[src/rtl/branch_resolve_buffer_pkg.sv]
// Shared definitions for the branch resolve buffer.
//   ROB_QUEUE_BITS : ROB uid width (table depth is 2**ROB_QUEUE_BITS).
//   LOC_*          : field positions inside the branch unit's out_loc word.
//   branch_entry_t : one resolution record {valid, taken, target}.
//   state_e        : top-level control state.
//   loc_is_branch  : true when an out_loc word is a well-formed branch result.
package branch_resolve_buffer_pkg;

  localparam int ROB_QUEUE_BITS = 4;
  localparam int TARGET_W       = 16;
  localparam int LOC_W          = 18;
  localparam int LOC_TAKEN      = 0;
  localparam int LOC_NONMEM     = 17;

  typedef struct packed {
    logic                valid;
    logic                taken;
    logic [TARGET_W-1:0] target;
  } branch_entry_t;

  typedef enum logic {
    ST_IDLE  = 1'b0,
    ST_FLUSH = 1'b1
  } state_e;

  // A branch result must carry the non-memory marker and nothing in the
  // bits between it and the taken flag.
  function automatic logic loc_is_branch(input logic [LOC_W-1:0] loc);
    return loc[LOC_NONMEM] && (loc[LOC_NONMEM-1:LOC_TAKEN+1] == '0);
  endfunction

endpackage

[src/rtl/branch_resolve_buffer_if.sv]
// Bundle of the branch-unit result bus, the ROB head port and the
// redirect/flush outputs of the branch resolve buffer.
//   master : the environment (branch unit + ROB + fetch), drives in_*/head_*.
//   slave  : the branch resolve buffer itself.
interface branch_resolve_buffer_if #(
  parameter int UID_BITS = branch_resolve_buffer_pkg::ROB_QUEUE_BITS
) ();

  logic                                          in_valid;
  logic [UID_BITS-1:0]                           in_uid;
  logic [branch_resolve_buffer_pkg::TARGET_W-1:0] in_target;
  logic [branch_resolve_buffer_pkg::LOC_W-1:0]    in_loc;
  logic                                          head_valid;
  logic [UID_BITS-1:0]                           head_uid;
  logic                                          head_commit;
  logic                                          head_done;
  logic                                          redirect_valid;
  logic [branch_resolve_buffer_pkg::TARGET_W-1:0] redirect_pc;
  logic                                          flush;
  logic                                          protocol_err;

  modport master (
    output in_valid, in_uid, in_target, in_loc,
    output head_valid, head_uid, head_commit,
    input  head_done, redirect_valid, redirect_pc, flush, protocol_err
  );

  modport slave (
    input  in_valid, in_uid, in_target, in_loc,
    input  head_valid, head_uid, head_commit,
    output head_done, redirect_valid, redirect_pc, flush, protocol_err
  );

endinterface

[src/rtl/branch_resolve_buffer_table.sv]
// Direct-mapped per-uid storage of branch resolutions.
//   clk, reset          : clock, synchronous active-high reset (valid bits only).
//   wr_en/wr_uid/...    : write port, sets entry valid with taken/target.
//   clr_en/clr_uid      : clears one valid bit (not-taken retirement).
//   clr_all             : clears every valid bit (taken retirement / flush).
//   rd_uid/rd_entry     : asynchronous read port.
// Priority on valid bits: clr_all > write > single clear, so a same-cycle
// write to a retiring uid survives, but nothing survives a flush.
module branch_resolve_buffer_table
  import branch_resolve_buffer_pkg::*;
#(
  parameter int UID_BITS = ROB_QUEUE_BITS
) (
  input  logic                clk,
  input  logic                reset,
  input  logic                wr_en,
  input  logic [UID_BITS-1:0] wr_uid,
  input  logic                wr_taken,
  input  logic [TARGET_W-1:0] wr_target,
  input  logic                clr_en,
  input  logic [UID_BITS-1:0] clr_uid,
  input  logic                clr_all,
  input  logic [UID_BITS-1:0] rd_uid,
  output branch_entry_t       rd_entry
);

  localparam int DEPTH = 1 << UID_BITS;

  logic [DEPTH-1:0]               valid_d, valid_q;
  logic [DEPTH-1:0]               taken_d, taken_q;
  logic [DEPTH-1:0][TARGET_W-1:0] target_d, target_q;

  always_comb begin
    valid_d  = valid_q;
    taken_d  = taken_q;
    target_d = target_q;
    if (clr_en) begin
      valid_d[clr_uid] = 1'b0;
    end
    if (wr_en) begin
      valid_d[wr_uid]  = 1'b1;
      taken_d[wr_uid]  = wr_taken;
      target_d[wr_uid] = wr_target;
    end
    if (clr_all) begin
      valid_d = '0;
    end
  end

  always_ff @(posedge clk) begin
    if (reset) begin
      valid_q <= '0;
    end else begin
      valid_q <= valid_d;
    end
  end

  // Payload is qualified by valid, so it needs no reset.
  always_ff @(posedge clk) begin
    taken_q  <= taken_d;
    target_q <= target_d;
  end

  always_comb begin
    rd_entry        = '0;
    rd_entry.valid  = valid_q[rd_uid];
    rd_entry.taken  = taken_q[rd_uid];
    rd_entry.target = target_q[rd_uid];
  end

endmodule

[src/rtl/branch_resolve_buffer.sv]
// Branch resolve buffer: records branch-unit resolutions per ROB uid, tells
// the ROB when the head branch is resolved, and on retirement of a taken
// branch issues a one-cycle fetch redirect followed by a FLUSH_CYCLES-long
// pipeline flush.
//   clk, reset : clock, synchronous active-high reset.
//   bus        : slave side of branch_resolve_buffer_if
//                (in_* result bus, head_* ROB port, redirect/flush/error outs).
module branch_resolve_buffer
  import branch_resolve_buffer_pkg::*;
#(
  parameter int UID_BITS     = ROB_QUEUE_BITS,
  parameter int FLUSH_CYCLES = 2
) (
  input  logic                    clk,
  input  logic                    reset,
  branch_resolve_buffer_if.slave  bus
);

  localparam logic [3:0] FLUSH_LAST = 4'(FLUSH_CYCLES - 1);

  state_e              state_d, state_q;
  logic [3:0]          cnt_d, cnt_q;
  logic                redirect_valid_d, redirect_valid_q;
  logic [TARGET_W-1:0] redirect_pc_d, redirect_pc_q;
  logic                perr_d, perr_q;

  logic                wr_en;
  logic                clr_en;
  logic                clr_all;
  logic                head_done;
  branch_entry_t       head_entry;

  branch_resolve_buffer_table #(
    .UID_BITS (UID_BITS)
  ) u_table (
    .clk       (clk),
    .reset     (reset),
    .wr_en     (wr_en),
    .wr_uid    (bus.in_uid),
    .wr_taken  (bus.in_loc[LOC_TAKEN]),
    .wr_target (bus.in_target),
    .clr_en    (clr_en),
    .clr_uid   (bus.head_uid),
    .clr_all   (clr_all),
    .rd_uid    (bus.head_uid),
    .rd_entry  (head_entry)
  );

  // Reads registered table state only: a result written this cycle becomes
  // visible to the ROB next cycle.
  assign head_done = (state_q == ST_IDLE) && bus.head_valid && head_entry.valid;

  always_comb begin
    state_d          = state_q;
    cnt_d            = cnt_q;
    redirect_valid_d = 1'b0;
    redirect_pc_d    = redirect_pc_q;
    perr_d           = perr_q;
    wr_en            = 1'b0;
    clr_en           = 1'b0;
    clr_all          = 1'b0;
    case (state_q)
      ST_IDLE: begin
        if (bus.in_valid) begin
          if (loc_is_branch(bus.in_loc)) begin
            wr_en = 1'b1;
          end else begin
            perr_d = 1'b1;
          end
        end
        if (bus.head_commit) begin
          if (head_done) begin
            if (head_entry.taken) begin
              // Everything younger is squashed, including this cycle's write.
              redirect_valid_d = 1'b1;
              redirect_pc_d    = head_entry.target;
              clr_all          = 1'b1;
              state_d          = ST_FLUSH;
              cnt_d            = FLUSH_LAST;
            end else begin
              clr_en = 1'b1;
            end
          end else begin
            perr_d = 1'b1;
          end
        end
      end
      ST_FLUSH: begin
        // Results arriving during the flush belong to squashed work.
        if (cnt_q == 4'd0) begin
          state_d = ST_IDLE;
        end else begin
          cnt_d = cnt_q - 4'd1;
        end
      end
      default: begin
        state_d = ST_IDLE;
      end
    endcase
  end

  always_ff @(posedge clk) begin
    if (reset) begin
      state_q          <= ST_IDLE;
      cnt_q            <= 4'd0;
      redirect_valid_q <= 1'b0;
      redirect_pc_q    <= '0;
      perr_q           <= 1'b0;
    end else begin
      state_q          <= state_d;
      cnt_q            <= cnt_d;
      redirect_valid_q <= redirect_valid_d;
      redirect_pc_q    <= redirect_pc_d;
      perr_q           <= perr_d;
    end
  end

  assign bus.head_done      = head_done;
  assign bus.redirect_valid = redirect_valid_q;
  assign bus.redirect_pc    = redirect_pc_q;
  assign bus.flush          = (state_q == ST_FLUSH);
  assign bus.protocol_err   = perr_q;

endmodule

[src/flat_wrapper.sv]
// flat-port wrapper written by rule: the top's interface ports become plain ports
module branch_resolve_buffer_flat import branch_resolve_buffer_pkg::*;
#(
  parameter int UID_BITS     = ROB_QUEUE_BITS,
  parameter int FLUSH_CYCLES = 2
)
  (clk, reset, bus_in_valid, bus_in_uid, bus_in_target, bus_in_loc, bus_head_valid, bus_head_uid, bus_head_commit, bus_head_done, bus_redirect_valid, bus_redirect_pc, bus_flush, bus_protocol_err);
  branch_resolve_buffer_if #(.UID_BITS(UID_BITS)) bus_i ();
  input  logic clk;
  input  logic reset;
  input wire logic [$bits(bus_i.in_valid)-1:0] bus_in_valid;
  input wire logic [$bits(bus_i.in_uid)-1:0] bus_in_uid;
  input wire logic [$bits(bus_i.in_target)-1:0] bus_in_target;
  input wire logic [$bits(bus_i.in_loc)-1:0] bus_in_loc;
  input wire logic [$bits(bus_i.head_valid)-1:0] bus_head_valid;
  input wire logic [$bits(bus_i.head_uid)-1:0] bus_head_uid;
  input wire logic [$bits(bus_i.head_commit)-1:0] bus_head_commit;
  output wire logic [$bits(bus_i.head_done)-1:0] bus_head_done;
  output wire logic [$bits(bus_i.redirect_valid)-1:0] bus_redirect_valid;
  output wire logic [$bits(bus_i.redirect_pc)-1:0] bus_redirect_pc;
  output wire logic [$bits(bus_i.flush)-1:0] bus_flush;
  output wire logic [$bits(bus_i.protocol_err)-1:0] bus_protocol_err;
  assign bus_i.in_valid = bus_in_valid;
  assign bus_i.in_uid = bus_in_uid;
  assign bus_i.in_target = bus_in_target;
  assign bus_i.in_loc = bus_in_loc;
  assign bus_i.head_valid = bus_head_valid;
  assign bus_i.head_uid = bus_head_uid;
  assign bus_i.head_commit = bus_head_commit;
  assign bus_head_done = bus_i.head_done;
  assign bus_redirect_valid = bus_i.redirect_valid;
  assign bus_redirect_pc = bus_i.redirect_pc;
  assign bus_flush = bus_i.flush;
  assign bus_protocol_err = bus_i.protocol_err;
  branch_resolve_buffer #(.UID_BITS(UID_BITS), .FLUSH_CYCLES(FLUSH_CYCLES)) u_core (.clk(clk), .reset(reset), .bus(bus_i));
endmodule
[config.mk]
export PLATFORM = sky130hd
export DESIGN_NAME = branch_resolve_buffer_flat
export DESIGN_NICKNAME = d
export VERILOG_FILES = /design/src/rtl/branch_resolve_buffer_pkg.sv /design/src/rtl/branch_resolve_buffer_if.sv /design/src/rtl/branch_resolve_buffer_table.sv /design/src/rtl/branch_resolve_buffer.sv /design/src/flat_wrapper.sv
export SDC_FILE = /design/constraint.sdc
export NUM_CORES = 1
export LEC_CHECK = 0
export ABC_CLOCK_PERIOD_IN_PS = 4100
export BUFFER_PORTS_ARGS = -buffer_cell sky130_fd_sc_hd__buf_2
export CAP_MARGIN = 5
export CORE_UTILIZATION = 54
export CTS_CLUSTER_SIZE = 28
export DETAILED_ROUTE_END_ITERATION = 8
export PLACE_DENSITY_LB_ADDON = 0.2
export SYNTH_ARGS = -nofsm -noshare
export SYNTH_HDL_FRONTEND = slang
export SYNTH_SLANG_ARGS = --single-unit
[constraint.sdc]
create_clock -name clk -period 4.1 [get_ports clk]
set_input_delay 0.615 -clock clk [delete_from_list [all_inputs] [get_ports clk]]
set_output_delay 0.615 -clock clk [all_outputs]
set_load 0.02 [all_outputs]
==> flow_summary_export.csv, run 1 <==
group,metric,value,unit
outcome,status,"completed",
global_routing,grt_pass1_wl,40900,µm
clock_network,clock_sinks,311,
flow_run,maxCapViolCount,0,
critical_path,rrSetupSlack,1.48,ns
power,p_leak,4.69,nW
clock_network,insertion_delay,0.55,ns
die,io_pins,67,
place,gp_congestion,0.917,
synthesis,yosys-top-cells-area,"edfxtp_1, mux4_2, dfxtp_1",
clock_network,cts_tree,"yes",
place,pre_cts_ws,0.847,ns
die,coreArea,22100,µm²
global_routing,grt_remaining_overflow,0,
synthesis,synth_seq_cells,311,
sta,grt_setup_unrepaired,"false",
synthesis,synth_ff_type,"edfxtp_1",
detailed_routing,num_vias,6627,
final_layout,diodes,0,
synthesis,avgSynthCellArea,18.8,µm²
place,placedInstanceArea,13200,µm²
final_layout,final_nets,804,
critical_path,arrival,2.37,ns
clock_network,cts_root_buffer,"clkbuf_16",
critical_path,endpoint_kind,"primary output",
synthesis,synth.top_cell.area_share,0.661,
clock_network,cts_resized,0,
place,port_buffers,66,
final_layout,area_growth_syn_to_layout,14.8,%
sta,post-route-period-util,0.729,
min_path,min-delay-start,"bus_in_target[3]",
clock_network,holdBufCountCts,0,
sta,worst_slack,1.11,ns
final_layout,drive_gt1_frac,0.335,
detailed_routing,ant_nets,0,
synthesis,syn_inst,658,
critical_path,start_kind,"input pin",
detailed_routing,routed_wl,26400,µm
power,pwr_density_cell,456,nW/µm²
sta,finalMaxSlewViolations,0,
synthesis,netlist_area,12300,µm²
sta,period_minus_slack,2.99,ns
min_path,hold_end,"u_core.u_table.target_q[131]$_DFFE_PP_",
critical_path,cp_max_fo,14,
die,rows,54,
critical_path,reg2reg_depth,4,
critical_path,path_class,"in2out",
global_routing,grt_max_degree,38,
final_layout,fin_cells,1059,
clock_network,postCtsSetupBuffers,0,
synthesis,ys_seq_area_frac,0.725,
global_routing,antenna_found_initial,0,
synthesis,synth_area_leader_cell,"edfxtp_1",
global_routing,grt_usage,0.235,
sta,worst_clock_skew,0.0109,ns
sta,setup_violations,0,
global_routing,first_global_vias,6877,
synthesis,netlist-cell-type-count,51,
detailed_routing,routedWlPerCell,24.9,µm
critical_path,r2r_end,"u_core.u_table.target_q[40]$_DFFE_PP_",
final_layout,fillers,1551,
min_path,hp-class,"in2reg",
final_layout,final_common_cell,"edfxtp_1",
detailed_routing,dr.pass1.iters,4,
clock_network,clk_path_buf_depth,3,
power,irDropWorstVdd,0.370,mV
sta,worst_pin_slew,0.911,ns
clock_network,numCtsBuffers,31,
place,dp_hpwl,16300,µm
min_path,hold_depth,1,
place,post-place-cells,1002,
die,dieArea,23500,µm²
detailed_routing,drt_iter0_markers,650,
final_layout,mostFrequentLayoutCells,"edfxtp_1, mux4_2, buf_2",
detailed_routing,drc,0,
die,fp.dieH,153,µm
sta,max_freq,335,MHz
synthesis,synth_fp_nets,707,
synthesis,yosys_warnings,0,
clock_network,h-tree-depth,1,
die,start_util,0.559,
critical_path,rr_startpoint,"u_core.bus.flush$_SDFF_PP0_",
die,die_w,153,µm
synthesis,synth_edf_count,272,
detailed_routing,avgViaCountPerCell,6.26,
sta,slew_headroom,0.392,
clock_network,path_clk_slew,0.06,ns
synthesis,async_reset_ff_frac,0,
critical_path,worstPathRequired,3.48,ns
sta,setup_tns,0,ns
final_layout,fin_area,14200,µm²
sta,hold_viol,0,
==> power breakdown <==
part	switching [W]	leakage (nW)	internal, W
logic	0.000171	1.45	0.000114
clock network	0.00115	0.481	0.00159
registers	0.00000137	2.76	0.00344
total	0.00132	4.69	0.00515
==> final cells by class <==
class | instances | area, µm² | share of cell area
clock buffers | 39 | 816 | 0.0576
multi-input cells | 302 | 3230 | 0.228
clock inverters | 18 | 171 | 0.0121
inverters | 3 | 11.3 | 0.000795
flip-flops and latches | 311 | 8950 | 0.631
repair buffers | 106 | 646 | 0.0456
well taps | 280 | 350 | 0.0247
==> logic make-up after synthesis <==
kind of cell,after synthesis,share of synthesized area
fa+ha+maj,2,0.00203
xor+xnor,2,0.00142
buf+inv,45,0.0179
mux,93,0.150
simple gates,127,0.0573
flops,311,0.725
compound gates,78,0.0468
==> through the flow <==
step | hold WS, ns | util | power (W)
floorplan | 0.438 | - | 0.00368
global placement | 0.460 | 0.597 | 0.00379
detailed placement | 0.494 | 0.597 | 0.00379
CTS | 0.421 | 0.641 | 0.00651
global route | 0.431 | 0.641 | 0.00665
finish | 0.435 | 0.641 | 0.00647
==> Yosys cell counts, types with 4 or more instances <==
| library cell | instances |
|---|---|
| mux2_4 | 8 |
| a22oi_1 | 45 |
| nor2_1 | 19 |
| a21oi_1 | 18 |
| mux2_2 | 11 |
| nand3_1 | 12 |
| mux4_2 | 69 |
| dfxtp_1 | 39 |
| nor2b_1 | 28 |
| nand4_1 | 9 |
| nor3_1 | 27 |
| and2_1 | 4 |
| nand2_1 | 8 |
| buf_2 | 11 |
| clkbuf_1 | 24 |
| edfxtp_1 | 272 |
==> how the worst max path moves through the flow <==
stage | startpoint | endpoint | cells past startpoint
2_1_floorplan | bus_in_loc[13] | u_core.u_table.taken_q[0]$_DFFE_PP_ | 5
3_3_place_gp | bus_in_loc[13] | u_core.u_table.target_q[20]$_DFFE_PP_ | 7
3_5_place_dp | bus_in_loc[13] | u_core.u_table.target_q[41]$_DFFE_PP_ | 7
4_1_cts | bus_head_uid[3] | bus_head_done | 7
5_1_grt | bus_head_uid[3] | bus_head_done | 7
6_report | bus_head_uid[3] | bus_head_done | 7
==> worst max-delay path, cell delays in order <==
cell      delay, ns
buf_2          0.27
mux2_1         0.35
mux4_2         0.60
nand2b_1       0.11
a21boi_0       0.11
nor2b_1        0.15
buf_2          0.17
==> sequential cells by signal, summed over array words and instances, names as in the netlist <==
register / cells
u_core.u_table.target_q: 256
u_core.bus.flush: 1
u_core.u_table.taken_q: 16
u_core.bus.redirect_valid: 1
u_core.bus.protocol_err: 1
u_core.cnt_q: 4
u_core.bus.redirect_pc: 16
u_core.u_table.valid_q: 16
==> metal layers <==
| metal | wire, µm | share of wire | global-route usage |
|---|---|---|---|
| met5 | 0 | 0 | 0 |
| met4 | 612 | 0.023 | 0.0601 |
| met3 | 1510 | 0.057 | 0.0320 |
| met2 | 13400 | 0.51 | 0.395 |
| met1 | 10900 | 0.41 | 0.326 |
Power figures use the tool's default switching activity.
==> run 2: changes to the inputs <==
ABC_CLOCK_PERIOD_IN_PS = 2900   (was 4100)
clock period = 2.9 ns   (was 4.1 ns; I/O delays follow)
==> run 2 against run 1 <==
Effect of this change:
- final cell count rose by 0.85%
- critical path type is now reg2out
- clock-buffer cell count rose by 2
- clock skew rose by 0.0093 ns
- hold slack got worse by 0.18 ns
- clock power rose by 44%
- sequential power rose by 41%
- global-route usage fell by 0.79 points
- setup slack got worse by 0.90 ns
- die area did not move
- largest power group unchanged
- cell area rose by 1.1%
==> flow_summary_export.csv, run 2 (same netlist as run 1, synthesis figures left out) <==
group,metric,value,unit
sta,setup_violations,0,
place,dp_hpwl,15600,µm
clock_network,path_clk_slew,0.07,ns
detailed_routing,dr.pass1.iters,5,
power,combPwrFrac,0.044,
critical_path,path_class,"reg2out",
detailed_routing,avgViaCountPerCell,6.27,
final_layout,largest_reg_flops,256,
global_routing,grt_remaining_overflow,0,
final_layout,area_growth_syn_to_layout,16.0,%
clock_network,postCtsSetupBuffers,0,
min_path,hp-class,"in2reg",
sta,worst_clock_skew,0.0202,ns
power,pwr-share-clk,0.428,
power,p_leak,4.75,nW
die,die_w,153,µm
critical_path,start_kind,"flop",
detailed_routing,routed_wl,26000,µm
sta,grt_setup_unrepaired,"false",
clock_network,numCtsBuffers,31,
critical_path,cp_max_fo,10,
clock_network,insertion_delay,0.55,ns
outcome,status,"completed",
detailed_routing,num_vias,6698,
sta,post-route-period-util,0.926,
clock_network,clock_sinks,311,
final_layout,fin_cells,1068,
critical_path,crit_buf_inv,1,
power,p_int,0.00735,W
critical_path,endpoint_kind,"primary output",
die,rows,54,
final_layout,fin_area,14300,µm²
sta,setup_tns,0,ns
sta,worst_pin_slew,0.969,ns
sta,period_minus_slack,2.69,ns
detailed_routing,drc,0,
sta,max_freq,372,MHz
final_layout,largest_register,"u_core.u_table.target_q",
sta,hold_viol,0,
power,irDropWorstVdd,0.392,mV
sta,slew_headroom,0.354,
global_routing,grt_max_degree,47,
place,post-place-cells,1009,
final_layout,drive_gt1_frac,0.338,
clock_network,cts_resized,0,
sta,finalMaxSlewViolations,0,
final_layout,final_nets,811,
flow_run,maxCapViolCount,0,
detailed_routing,routedWlPerCell,24.3,µm
critical_path,arrival,2.25,ns
die,fp.dieH,153,µm
clock_network,cts_root_buffer,"clkbuf_16",
final_layout,mostFrequentLayoutCells,"edfxtp_1, mux4_2, buf_2",
critical_path,worstPathRequired,2.47,ns
clock_network,holdBufCountCts,0,
global_routing,antenna_found_initial,1,
power,switching_share,0.201,
die,dieArea,23500,µm²
detailed_routing,ant_nets,0,
die,start_util,0.559,
clock_network,clk_path_buf_depth,3,
power,pwr-share-seq,0.528,
place,gp_congestion,0.878,
power,pwr_density_cell,643,nW/µm²
place,placedInstanceArea,13300,µm²
detailed_routing,drt_iter0_markers,594,
clock_network,cts_tree,"yes",
critical_path,crit_family,"multiplexers",
critical_path,slowest_stage,"mux4_2",
global_routing,first_global_vias,6850,
die,coreArea,22100,µm²
clock_network,h-tree-depth,1,
power,switching_power,0.00185,W
final_layout,final_common_cell,"edfxtp_1",
critical_path,slowest_delay,0.59,ns
die,io_pins,67,
global_routing,grt_pass1_wl,39600,µm
global_routing,grt_usage,0.227,
place,port_buffers,66,
critical_path,timing.critical_path.cells,"mux2_1 -> mux4_2 -> nand2b_1 -> a21boi_0 -> nor2b_1 -> buf_2",
run 2: cell count changes in the layout (fill, tap and decap cells not counted):
cell,before,now
clkbuf_8,1,0
nor3_2,4,0
bufinv_16,3,4
clkinvlp_4,2,1
clkinv_2,6,4
buf_12,1,5
clkbuf_1,7,10
diode_2,0,1
nor3_4,0,4
buf_4,40,43
clkinv_4,0,1
run 2: layout make-up:
| type | count | area (µm²) |
|---|---|---|
| Fill cell | 1446 | 7770 |
| Clock buffer | 41 | 813 |
| Multi-Input combinational cell | 302 | 3250 |
| Clock inverter | 17 | 193 |
| Inverter | 3 | 11.3 |
| Sequential cell | 311 | 8950 |
| Tap cell | 280 | 350 |
| Antenna cell | 1 | 2.50 |
| Timing Repair Buffer | 113 | 748 |
run 2: final timing paths:
kind                                              start                                      to  slack [ns]  cells past startpoint
hold / removal                           bus_head_valid    u_core.bus.protocol_err$_SDFFE_PP0N_        0.26                      3
hold reg to reg   u_core.u_table.valid_q[14]$_SDFF_PP0_   u_core.u_table.valid_q[14]$_SDFF_PP0_        0.50                      2
setup / recovery  u_core.u_table.valid_q[14]$_SDFF_PP0_                           bus_head_done        0.21                      6
setup reg to reg  u_core.u_table.valid_q[14]$_SDFF_PP0_  u_core.bus.redirect_pc[0]$_SDFFE_PP0P_        0.71                      6
run 2: metal layers:
metal	up-vias	track usage	share of wire
li1	2918	-	-
met1	3396	0.322	0.42
met2	325	0.361	0.47
met3	59	0.0340	0.074
met4	0	0.0818	0.032
met5	-	0	0
run 2: power by group through the flow:
stage / logic (W) / registers, W / clock network (W)
final: 0.000404 / 0.00486 / 0.00394
after global routing: 0.000435 / 0.00486 / 0.00414
after CTS: 0.000405 / 0.00486 / 0.00398
after detailed placement: 0.000403 / 0.00496 / 0
after global placement: 0.000393 / 0.00496 / 0
after floorplan: 0.000241 / 0.00497 / 0
run 2: stage by stage:
stage,hold WS (ns),power [W],util,worst slack [ns]
global route,0.258,0.00944,0.648,0.132
CTS,0.243,0.00925,0.648,0.210
detailed placement,0.485,0.00536,0.603,0.242
global placement,0.456,0.00535,0.603,0.313
floorplan,0.438,0.00521,-,0.371
finish,0.257,0.00920,0.648,0.214
run 2: tightest hold or removal path, cell delays in order:
cell,delay [ns]
buf_2,0.11
a21boi_0,0.13
o22ai_1,0.10
==> run 3: changes to the inputs <==
GPL_ROUTABILITY_DRIVEN = 0   (was not set)
SYNTH_HIERARCHICAL = 1   (was not set)
==> run 3 against run 2 <==
Effect of this change:
- clock skew shrank 0.0083 ns
- largest cell class unchanged
- critical path type unchanged
- hold slack lost 0.015 ns
- sequential share of layout area grew 1.5 points
- final cell count shrank 1.7%
- maximum frequency grew 4.2%
- via count shrank 1.1%
- total power shrank 0.12%
==> flow_summary_export.csv, run 3 <==
group,metric,value,unit
outcome,status,"completed",
sta,worst_pin_slew,0.627,ns
detailed_routing,routedWlPerCell,26.2,µm
sta,setup_tns,0,ns
place,port_buffers,66,
detailed_routing,avgViaCountPerCell,6.31,
power,p_total,0.00919,W
critical_path,path_class,"reg2out",
sta,max_freq,388,MHz
clock_network,path_clk_slew,0.06,ns
die,fp.dieH,152,µm
synthesis,ys_seq_area_frac,0.740,
critical_path,endpoint,"bus_head_done",
place,post-place-cells,994,
critical_path,start_kind,"flop",
final_layout,mostFrequentLayoutCells,"edfxtp_1, buf_2, mux4_2",
clock_network,numCtsBuffers,30,
synthesis,synth_seq_cells,311,
detailed_routing,routed_wl,27600,µm
clock_network,cts_root_buffer,"clkbuf_16",
global_routing,grt_usage,0.251,
detailed_routing,drt_iter0_markers,486,
sta,slew_headroom,0.581,
synthesis,netlist-cell-type-count,42,
sta,grt_setup_unrepaired,"false",
place,dp_hpwl,15900,µm
synthesis,synth_common_cells,"edfxtp_1, mux4_2, dfxtp_1",
synthesis,synth_edf_count,272,
critical_path,endpoint_kind,"primary output",
synthesis,avgSynthCellArea,18.7,µm²
critical_path,rr_startpoint,"u_core/u_table/taken_q[15]$_DFFE_PP_",
detailed_routing,dr.pass1.iters,5,
final_layout,largest_reg_flops,256,
final_layout,drive_gt1_frac,0.270,
final_layout,area_growth_syn_to_layout,15.6,%
clock_network,insertion_delay,0.54,ns
critical_path,reg2reg_depth,7,
die,rows,54,
synthesis,synth_area_leader_cell,"edfxtp_1",
synthesis,synth.top_cell.area_share,0.675,
synthesis,synth_ff_type,"edfxtp_1",
synthesis,post-synth-top-count-cell,"edfxtp_1",
synthesis,synth_compound_area_frac,0.0552,
final_layout,final_nets,794,
final_layout,fillers,1541,
final_layout,final_common_cell,"edfxtp_1",
die,coreArea,21900,µm²
synthesis,synth_xor_area_frac,0,
critical_path,rrSetupSlack,0.50,ns
synthesis,synth_top_family_by_area,"multiplexers",
sta,hold_ws,0.242,ns
sta,post-route-period-util,0.888,
global_routing,first_global_vias,6700,
power,irDropWorstVdd,0.557,mV
global_routing,grt_remaining_overflow,0,
synthesis,yosys-top-cells-area,"edfxtp_1, mux4_2, dfxtp_1",
power,p_leak,4.82,nW
sta,hold_viol,0,
detailed_routing,drc,0,
critical_path,arrival,2.14,ns
synthesis,synth_simple_gate_area_frac,0.0425,
final_layout,fin_cells,1050,
synthesis,yosys_warnings,6,
die,die_w,152,µm
synthesis,netlist_area,12100,µm²
synthesis,syn_inst,648,
min_path,hp-class,"in2reg",
sta,finalMaxSlewViolations,0,
synthesis,synthAdderAreaFrac,0.00103,
critical_path,worstPathRequired,2.47,ns
die,start_util,0.553,
synthesis,muxShareOfSynthArea,0.139,
power,pwr_density_cell,657,nW/µm²
clock_network,h-tree-depth,1,
global_routing,antenna_found_initial,1,
global_routing,grt_max_degree,31,
die,dieArea,23000,µm²
clock_network,clock_sinks,311,
global_routing,grt_pass1_wl,40700,µm
flow_run,maxCapViolCount,0,
min_path,hold_depth,3,
sta,worst_clock_skew,0.0118,ns
synthesis,async_reset_ff_frac,0,
sta,period_minus_slack,2.58,ns
detailed_routing,num_vias,6622,
critical_path,cp_max_fo,3,
detailed_routing,ant_nets,0,
final_layout,diodes,0,
critical_path,r2r_end,"u_core/u_table/valid_q[0]$_SDFF_PP0_",
clock_network,cts_tree,"yes",
critical_path,critPathLaunch,"u_core/u_table/valid_q[11]$_SDFF_PP0_",
die,io_pins,67,
final_layout,largest_register,"u_core/u_table/target_q",
synthesis,synth_fp_nets,696,
clock_network,clk_path_buf_depth,3,
clock_network,cts_resized,0,
clock_network,postCtsSetupBuffers,0,
clock_network,holdBufCountCts,0,
sta,setup_violations,0,
run 3: final cells by class:
class                      instances  area (µm²)  share of cell area
sequential                       311        8950               0.640
clock buffer                      44         865              0.0618
inverter                          23        86.3             0.00617
timing repair buffer             100         701              0.0501
multi-input combinational        280        2880               0.206
tap                              280         350              0.0250
clock inverter                    12         159              0.0114
run 3: worst min path at each step:
stage / from / endpoint
after global placement: u_core/u_table/valid_q[14]$_SDFF_PP0_ / u_core/u_table/valid_q[14]$_SDFF_PP0_
after detailed placement: u_core/bus.redirect_pc[11]$_SDFFE_PP0P_ / u_core/bus.redirect_pc[11]$_SDFFE_PP0P_
final: bus_in_uid[0] / u_core/u_table/valid_q[7]$_SDFF_PP0_
after global routing: bus_in_uid[0] / u_core/u_table/valid_q[7]$_SDFF_PP0_
after floorplan: u_core/u_table/valid_q[10]$_SDFF_PP0_ / u_core/u_table/valid_q[10]$_SDFF_PP0_
after CTS: bus_in_uid[0] / u_core/u_table/valid_q[7]$_SDFF_PP0_
run 3: per-stage QoR:
step,utilization,instance area (µm²),setup WS [ns]
after floorplan,-,12100,0.0330
after global placement,0.592,13000,0.258
after detailed placement,0.592,13000,0.146
after CTS,0.639,14000,0.308
after global routing,0.639,14000,0.220
final,0.639,14000,0.324
run 3: per-layer routing:
layer | vias up | GRT usage | wire (µm)
met5 | - | 0 | 10
met4 | 2 | 0.0842 | 1000
met3 | 71 | 0.0425 | 2210
met2 | 329 | 0.411 | 13500
met1 | 3376 | 0.345 | 10800
li1 | 2844 | - | -
run 3: critical path, stage by stage (launching register included):
cell and delay [ns]:
dfxtp_1 0.31, mux4_2 0.46, a22oi_1 0.23, nand2_1 0.12, and2_1 0.20, nor2b_1 0.13
buf_2 0.17
run 3: cell families after synthesis:
group | after synthesis
simple gates | 97
flops | 311
mux | 72
compound gates | 110
fa+ha+maj | 1
buf+inv | 57
run 3: report_power, final:
part	switching, W	total (W)	internal [W]
logic	0.000222	0.000364	0.000142
clock network	0.00156	0.00397	0.00241
registers	0.000000377	0.00486	0.00486
